$ cat config.mk
export PLATFORM = sky130hd
export DESIGN_NAME = memarbiter
export DESIGN_NICKNAME = d
export VERILOG_FILES = /design/src/rtl/memarb_pkg.sv /design/src/rtl/memarb_fetchbuf.sv /design/src/rtl/memarbiter.sv
export SDC_FILE = /design/constraint.sdc
export NUM_CORES = 1
export LEC_CHECK = 0
export BUFFER_PORTS_ARGS = -buffer_cell sky130_fd_sc_hd__buf_2
export CAP_MARGIN = 40
export CORE_MARGIN = 3
export CORE_UTILIZATION = 48
export CTS_BUF_LIST = sky130_fd_sc_hd__clkbuf_4 sky130_fd_sc_hd__clkbuf_8
export DETAILED_ROUTE_END_ITERATION = 10
export GPL_ROUTABILITY_DRIVEN = 0
export PLACE_DENSITY = 0.88
export SLEW_MARGIN = 20
export SYNTH_ARGS = -nofsm -noshare
export SYNTH_HDL_FRONTEND = slang
export SYNTH_SLANG_ARGS = --single-unit
$ cat constraint.sdc
create_clock -name clk -period 2.1 [get_ports clk]
set_input_delay 0.42 -clock clk [delete_from_list [all_inputs] [get_ports clk]]
set_output_delay 0.42 -clock clk [all_outputs]
set_load 0.02 [all_outputs]
$ cat src/rtl/memarb_pkg.sv
// Shared types for the unified-memory arbiter: FSM state encoding and port-select codes.
package memarb_pkg;

  typedef enum logic [1:0] {
    IDLE   = 2'd0,
    IFETCH = 2'd1,
    DACC   = 2'd2
  } state_t;

  localparam logic SEL_IF = 1'b0;
  localparam logic SEL_D  = 1'b1;

endpackage

$ cat src/rtl/memarb_fetchbuf.sv
// One-entry fetch buffer (tag, instruction, valid) used by memarbiter when
// MEMARB_FETCH_BUF_EN is defined; lookup is combinational, state is registered.
module memarb_fetchbuf #(
  parameter int ADDR_W = 32
) (
  input  logic              clk,
  input  logic              reset,
  input  logic [ADDR_W-1:0] lookup_addr,
  input  logic              fill_en,
  input  logic [ADDR_W-1:0] fill_addr,
  input  logic [31:0]       fill_data,
  input  logic              inv_en,
  input  logic [ADDR_W-1:0] inv_addr,
  output logic              hit,
  output logic [31:0]       data
);

  logic              valid;
  logic [ADDR_W-1:0] tag;
  logic [31:0]       word;

  // Fill on every delivered fetch; a matching store drops the entry.
  always_ff @(posedge clk) begin
    if (reset) begin
      valid <= 1'b0;
    end else if (fill_en) begin
      valid <= 1'b1;
      tag   <= fill_addr;
      word  <= fill_data;
    end else if (inv_en && (inv_addr == tag)) begin
      valid <= 1'b0;
    end else begin
      valid <= valid;
    end
  end

  assign hit  = valid && (lookup_addr == tag);
  assign data = word;

endmodule

$ cat src/rtl/memarbiter.sv
// Single-port memory arbiter between fetch and MEM-stage load/store (data wins).
// Optional one-entry fetch buffer enabled by defining MEMARB_FETCH_BUF_EN.
module memarbiter
  import memarb_pkg::*;
#(
  parameter int WAIT_CYCLES = 1,
  parameter int ADDR_W      = 32
) (
  input  logic              clk,
  input  logic              reset,
  input  logic [ADDR_W-1:0] pcf,
  input  logic              ifreq,
  input  logic              dreq,
  input  logic              dwe,
  input  logic [ADDR_W-1:0] daddr,
  input  logic [31:0]       dwdata,
  output logic [31:0]       instrf,
  output logic              ifvalid,
  output logic [31:0]       drdata,
  output logic              dvalid,
  output logic              stallf,
  output logic              stallm,
  output logic [ADDR_W-1:0] maddr,
  output logic [31:0]       mwdata,
  output logic              mwe,
  output logic              men,
  input  logic [31:0]       mrdata
);

  localparam int CW = (WAIT_CYCLES > 1) ? $clog2(WAIT_CYCLES) : 1;
  localparam logic [CW-1:0] CNT_LAST = CW'(WAIT_CYCLES - 1);

  state_t        state;
  logic [CW-1:0] cnt;

  logic if_elig, d_elig, sel, if_hit, if_miss, last;
  logic fb_hit;
  logic [31:0] fb_data;

  assign if_elig = ifreq && !ifvalid;
  assign d_elig  = dreq && !dvalid;
  assign sel     = d_elig ? SEL_D : SEL_IF;
  assign last    = (cnt == CNT_LAST);

`ifdef MEMARB_FETCH_BUF_EN
  logic fb_fill, fb_inv, fb_hazard;

  assign fb_fill = (state == IFETCH) && last && ifreq;
  assign fb_inv  = (state == IDLE) && d_elig && dwe;
  // A buffered word is stale if the store winning this same cycle overwrites it.
  assign fb_hazard = d_elig && dwe && (daddr == pcf);

  logic fb_lookup_hit;

  memarb_fetchbuf #(.ADDR_W(ADDR_W)) u_fetchbuf (
    .clk         (clk),
    .reset       (reset),
    .lookup_addr (pcf),
    .fill_en     (fb_fill),
    .fill_addr   (maddr),
    .fill_data   (mrdata),
    .inv_en      (fb_inv),
    .inv_addr    (daddr),
    .hit         (fb_lookup_hit),
    .data        (fb_data)
  );

  assign fb_hit = fb_lookup_hit && !fb_hazard;
`else
  assign fb_hit  = 1'b0;
  assign fb_data = 32'h0000_0000;
`endif

  assign if_hit  = (state == IDLE) && if_elig && fb_hit;
  assign if_miss = if_elig && !fb_hit;

  assign stallf = !reset && ifreq && !ifvalid;
  assign stallm = !reset && dreq && !dvalid;

  // Arbitration, wait counting and registered return of memory data.
  always_ff @(posedge clk) begin
    if (reset) begin
      state   <= IDLE;
      cnt     <= '0;
      instrf  <= 32'h0000_0000;
      drdata  <= 32'h0000_0000;
      maddr   <= '0;
      mwdata  <= 32'h0000_0000;
      men     <= 1'b0;
      mwe     <= 1'b0;
      ifvalid <= 1'b0;
      dvalid  <= 1'b0;
    end else begin
      ifvalid <= 1'b0;
      dvalid  <= 1'b0;
      case (state)
        IDLE: begin
          cnt <= '0;
          if (if_hit) begin
            ifvalid <= 1'b1;
            instrf  <= fb_data;
          end
          if (d_elig || if_miss) begin
            state <= (sel == SEL_D) ? DACC : IFETCH;
            maddr <= (sel == SEL_D) ? daddr : pcf;
            mwe   <= (sel == SEL_D) && dwe;
            men   <= 1'b1;
            if (sel == SEL_D) begin
              mwdata <= dwdata;
            end
          end else begin
            men <= 1'b0;
            mwe <= 1'b0;
          end
        end
        IFETCH, DACC: begin
          if (last) begin
            state <= IDLE;
            cnt   <= '0;
            men   <= 1'b0;
            mwe   <= 1'b0;
            // A dropped request still finishes on the memory but returns nothing.
            if (state == IFETCH) begin
              if (ifreq) begin
                ifvalid <= 1'b1;
                instrf  <= mrdata;
              end
            end else if (dreq) begin
              dvalid <= 1'b1;
              if (!mwe) begin
                drdata <= mrdata;
              end
            end
          end else begin
            cnt <= cnt + CW'(1);
          end
        end
        default: begin
          state <= IDLE;
          cnt   <= '0;
          men   <= 1'b0;
          mwe   <= 1'b0;
        end
      endcase
    end
  end

endmodule

==> impl_metrics.py <==
metrics = {
    "worst_setup_path": {
        "r2r_end": "drdata[11]",
        "reg2reg_from": "state[0]",
        "startpoint_type": "flop",
        "reg2reg_slack_ns": 0.13,
        "cp_data_arrival_time_ns": 2.32,
        "worstSetupEndpointType": "flop",
        "r2r_cells": 6,
        "path_max_fanout": 32,
        "crit_required_ns": 2.46,
        "critical_path_class": "flop to flop",
    },
    "synth": {
        "ys_seq_area_share_pct": 47.8,
        "synth.area.top_cells": "dfxtp_1 48%, nand2_1 13%, mux2i_1 11%",
        "synth_nets": 783,
        "yosys.area.top_type": "dfxtp_1",
        "synth_cell_types": 30,
        "syn_area_mm2": 0.00565,
        "ys_ff_latch": 135,
        "synth_warnings": 0,
        "synth_top_cell_area_share_pct": 47.8,
        "synthCells": 647,
        "syn_area_per_cell_um2": 8.74,
    },
    "floorplan": {
        "die_area_mm2": 0.0131,
        "fp.dieW_um": 115,
        "rows": 39,
        "die_h_um": 115,
        "core-area_mm2": 0.0115,
        "num_io_pins": 267,
        "start_util_pct": 49.3,
    },
    "min_path": {
        "min_from": "dwdata[0]",
        "hold_path_class": "primary input to flop",
        "whs_path_depth": 3,
        "holdPathEnd": "mwdata[0]",
    },
    "placement": {
        "dpl_cell_area_mm2": 0.00697,
        "place_inst": 1012,
        "port_buffers": 266,
        "dp_hpwl_um": 10700,
    },
    "timing": {
        "max_freq_mhz": 509,
        "hold_viol_final": 0,
        "skew_ns": 0.0129,
        "hold_ws_ns": 0.219,
        "fin_crit_sh_pct": 93.6,
        "final.setup.tns_ns": 0,
        "finalCriticalPeriod_ns": 1.97,
        "setup_violations": 0,
        "final_max_slew_viol_count": 0,
        "rsz0062_at_grt": "false",
    },
    "power_and_ir_drop": {
        "p_seq_share_pct": 46.2,
        "swShare_pct": 30.3,
        "p_switching_mw": 1.88,
        "p_int_mw": 4.32,
        "p_comb_share_pct": 19.7,
        "power_density_mw_per_mm2": 842,
        "p_clk_share_pct": 34.1,
        "max-vdd-ir-drop_mv": 0.476,
        "cellLeakagePower_nw": 3.36,
    },
    "clocking": {
        "clkLatencyLatePin_ns": 0.43,
        "cts_root_buffer": "clkbuf_8",
        "clockBufferDepth": 2,
        "path_clk_slew_ns": 0.08,
        "cts.htree.levels": 4,
        "numCtsBuffers": 17,
        "clkSinkCount": 135,
        "cts_setup_buffers": 0,
        "cts_resized": 0,
        "cts_tree": "yes",
        "hold_buffers": 0,
    },
    "cells_and_area": {
        "instances_no_fill": 1042,
        "drive_gt1_share_pct": 35.0,
        "final_util_pct": 64.1,
        "stdcell_area_mm2": 0.00736,
        "antenna_cells": 0,
        "area_growth_pct": 30.1,
        "nets": 1024,
    },
    "grt": {
        "grt_usage_pct": 22.4,
        "grt_max_degree": 97,
        "grt_pass1_wl_um": 23900,
        "antenna_found_initial": 0,
        "grt-ovfl-total": 0,
        "grt_pass1_vias": 5054,
    },
    "drt": {
        "via_per_inst": 5.20,
        "drc_errors": 0,
        "drt_iter0_markers": 435,
        "wl_um": 15300,
        "num_vias": 5415,
        "ant_nets": 0,
        "drt_pre_antenna_iters": 5,
        "wl_per_cell_um": 14.7,
    },
    "run": {
        "cap_viol_max_count": 0,
    },
    "outcome": {
        "run_status": "finished, final reports clean",
    },
}
stage by stage:
step / setup slack [ns] / total power, mW
detailed placement: 0.143 / 4.14
global route: 0.00367 / 6.47
floorplan: 0.262 / 3.70
finish: 0.134 / 6.20
CTS: 0.136 / 6.24
global placement: 0.221 / 4.11
layer usage:
metal | wire length (um) | up-vias | global-route usage [%]
met4 | 340 | 0 | 9.03
met3 | 1150 | 23 | 6.61
met1 | 6230 | 2493 | 26.7
met2 | 7550 | 204 | 37.8
li1 | - | 2695 | -
met5 | 0 | - | 0
cells in the mapped netlist:
cell / count
a21oi_1: 66
conb_1: 1
o21ai_0: 2
nor3b_2: 1
buf_12: 3
and3b_1: 2
buf_2: 12
inv_2: 1
dfxtp_1: 135
a211o_1: 1
buf_6: 2
mux2i_1: 64
or3b_1: 1
nand2_1: 196
a31oi_1: 2
nor3b_1: 32
buf_1: 1
ha_1: 3
nand2b_1: 2
nor2_1: 4
nand3b_1: 2
a211oi_1: 1
clkbuf_8: 5
buf_4: 2
nand3_1: 5
a41oi_1: 32
clkbuf_1: 34
inv_1: 4
a221o_2: 1
o21ai_1: 30
kinds of logic (layout without fill, tap and decap cells):
logic type	after synthesis	in the layout	synth area share [%]
muxes	64	64	11.3
other	1	1	0.0663
DFF	135	135	47.8
buffers and inverters	64	316	6.66
and+or+nand+nor	245	245	19.1
adders and majority gates	3	3	0.664
AOI/OAI and AO/OA	135	135	14.3
sequential cells by signal, summed over array words and instances (netlist names):
signal,count
instrf,32
maddr,32
men,1
dvalid,1
cnt,1
mwe,1
ifvalid,1
state,2
drdata,32
mwdata,32
worst max-delay path, stage by stage (launching register included):
cell and delay [ns]:
dfxtp_1 0.39, inv_1 0.06, ha_1 0.29, or3b_1 0.41, nor3b_4 0.25, buf_12 0.26, mux2i_1 0.21
power by group through the flow:
| stage | registers (mW) | clock network (mW) | logic [mW] |
|---|---|---|---|
| after floorplan | 3.13 | 0 | 0.564 |
| after global placement | 2.91 | 0 | 1.20 |
| after detailed placement | 2.92 | 0 | 1.22 |
| after CTS | 2.86 | 2.15 | 1.23 |
| after global routing | 2.89 | 2.25 | 1.33 |
| final | 2.86 | 2.11 | 1.22 |
cell type report:
type / count / area (um2)
Multi-Input combinational cell: 448 / 2580
Fill cell: 955 / 4110
Clock inverter: 11 / 126
Clock buffer: 19 / 262
Tap cell: 143 / 179
Sequential cell: 135 / 2700
Timing Repair Buffer: 281 / 1480
Inverter: 5 / 18.8
placed cells by master, fill, tap and decap left out:
cell type / synthesis / routed
or3b_1: 1 / 1
o21ai_1: 30 / 30
inv_2: 1 / 1
clkinv_2: 0 / 2
o21ai_0: 2 / 2
clkinv_4: 0 / 2
bufinv_16: 0 / 2
nor2_1: 4 / 4
a21oi_1: 66 / 66
and3b_1: 2 / 2
nand2b_1: 2 / 1
buf_4: 2 / 13
dfxtp_1: 135 / 135
clkinvlp_4: 0 / 4
nor3b_1: 32 / 32
clkbuf_8: 5 / 19
a211o_1: 1 / 1
ha_1: 3 / 3
inv_1: 4 / 4
conb_1: 1 / 1
nand3b_1: 2 / 2
buf_12: 3 / 3
a211oi_1: 1 / 1
buf_2: 12 / 265
nor3b_4: 0 / 1
a31oi_1: 2 / 2
nand3_1: 5 / 5
a41oi_1: 32 / 32
mux2i_1: 64 / 64
a221o_2: 1 / 1
nand2b_2: 0 / 1
inv_6: 0 / 1
nand2_1: 196 / 196
worst max-delay path by stage:
stage / startpoint / to / slack, ns / depth (start not counted)
4_1_cts: state[1] / drdata[11] / 0.14 / 6
3_5_place_dp: state[0] / drdata[0] / 0.14 / 6
2_1_floorplan: state[0] / drdata[0] / 0.26 / 7
3_3_place_gp: state[0] / drdata[19] / 0.22 / 6
6_report: state[0] / drdata[11] / 0.13 / 6
5_1_grt: state[1] / drdata[11] / 0.004 / 6
Note: power is estimated with default switching activity, not from simulation.
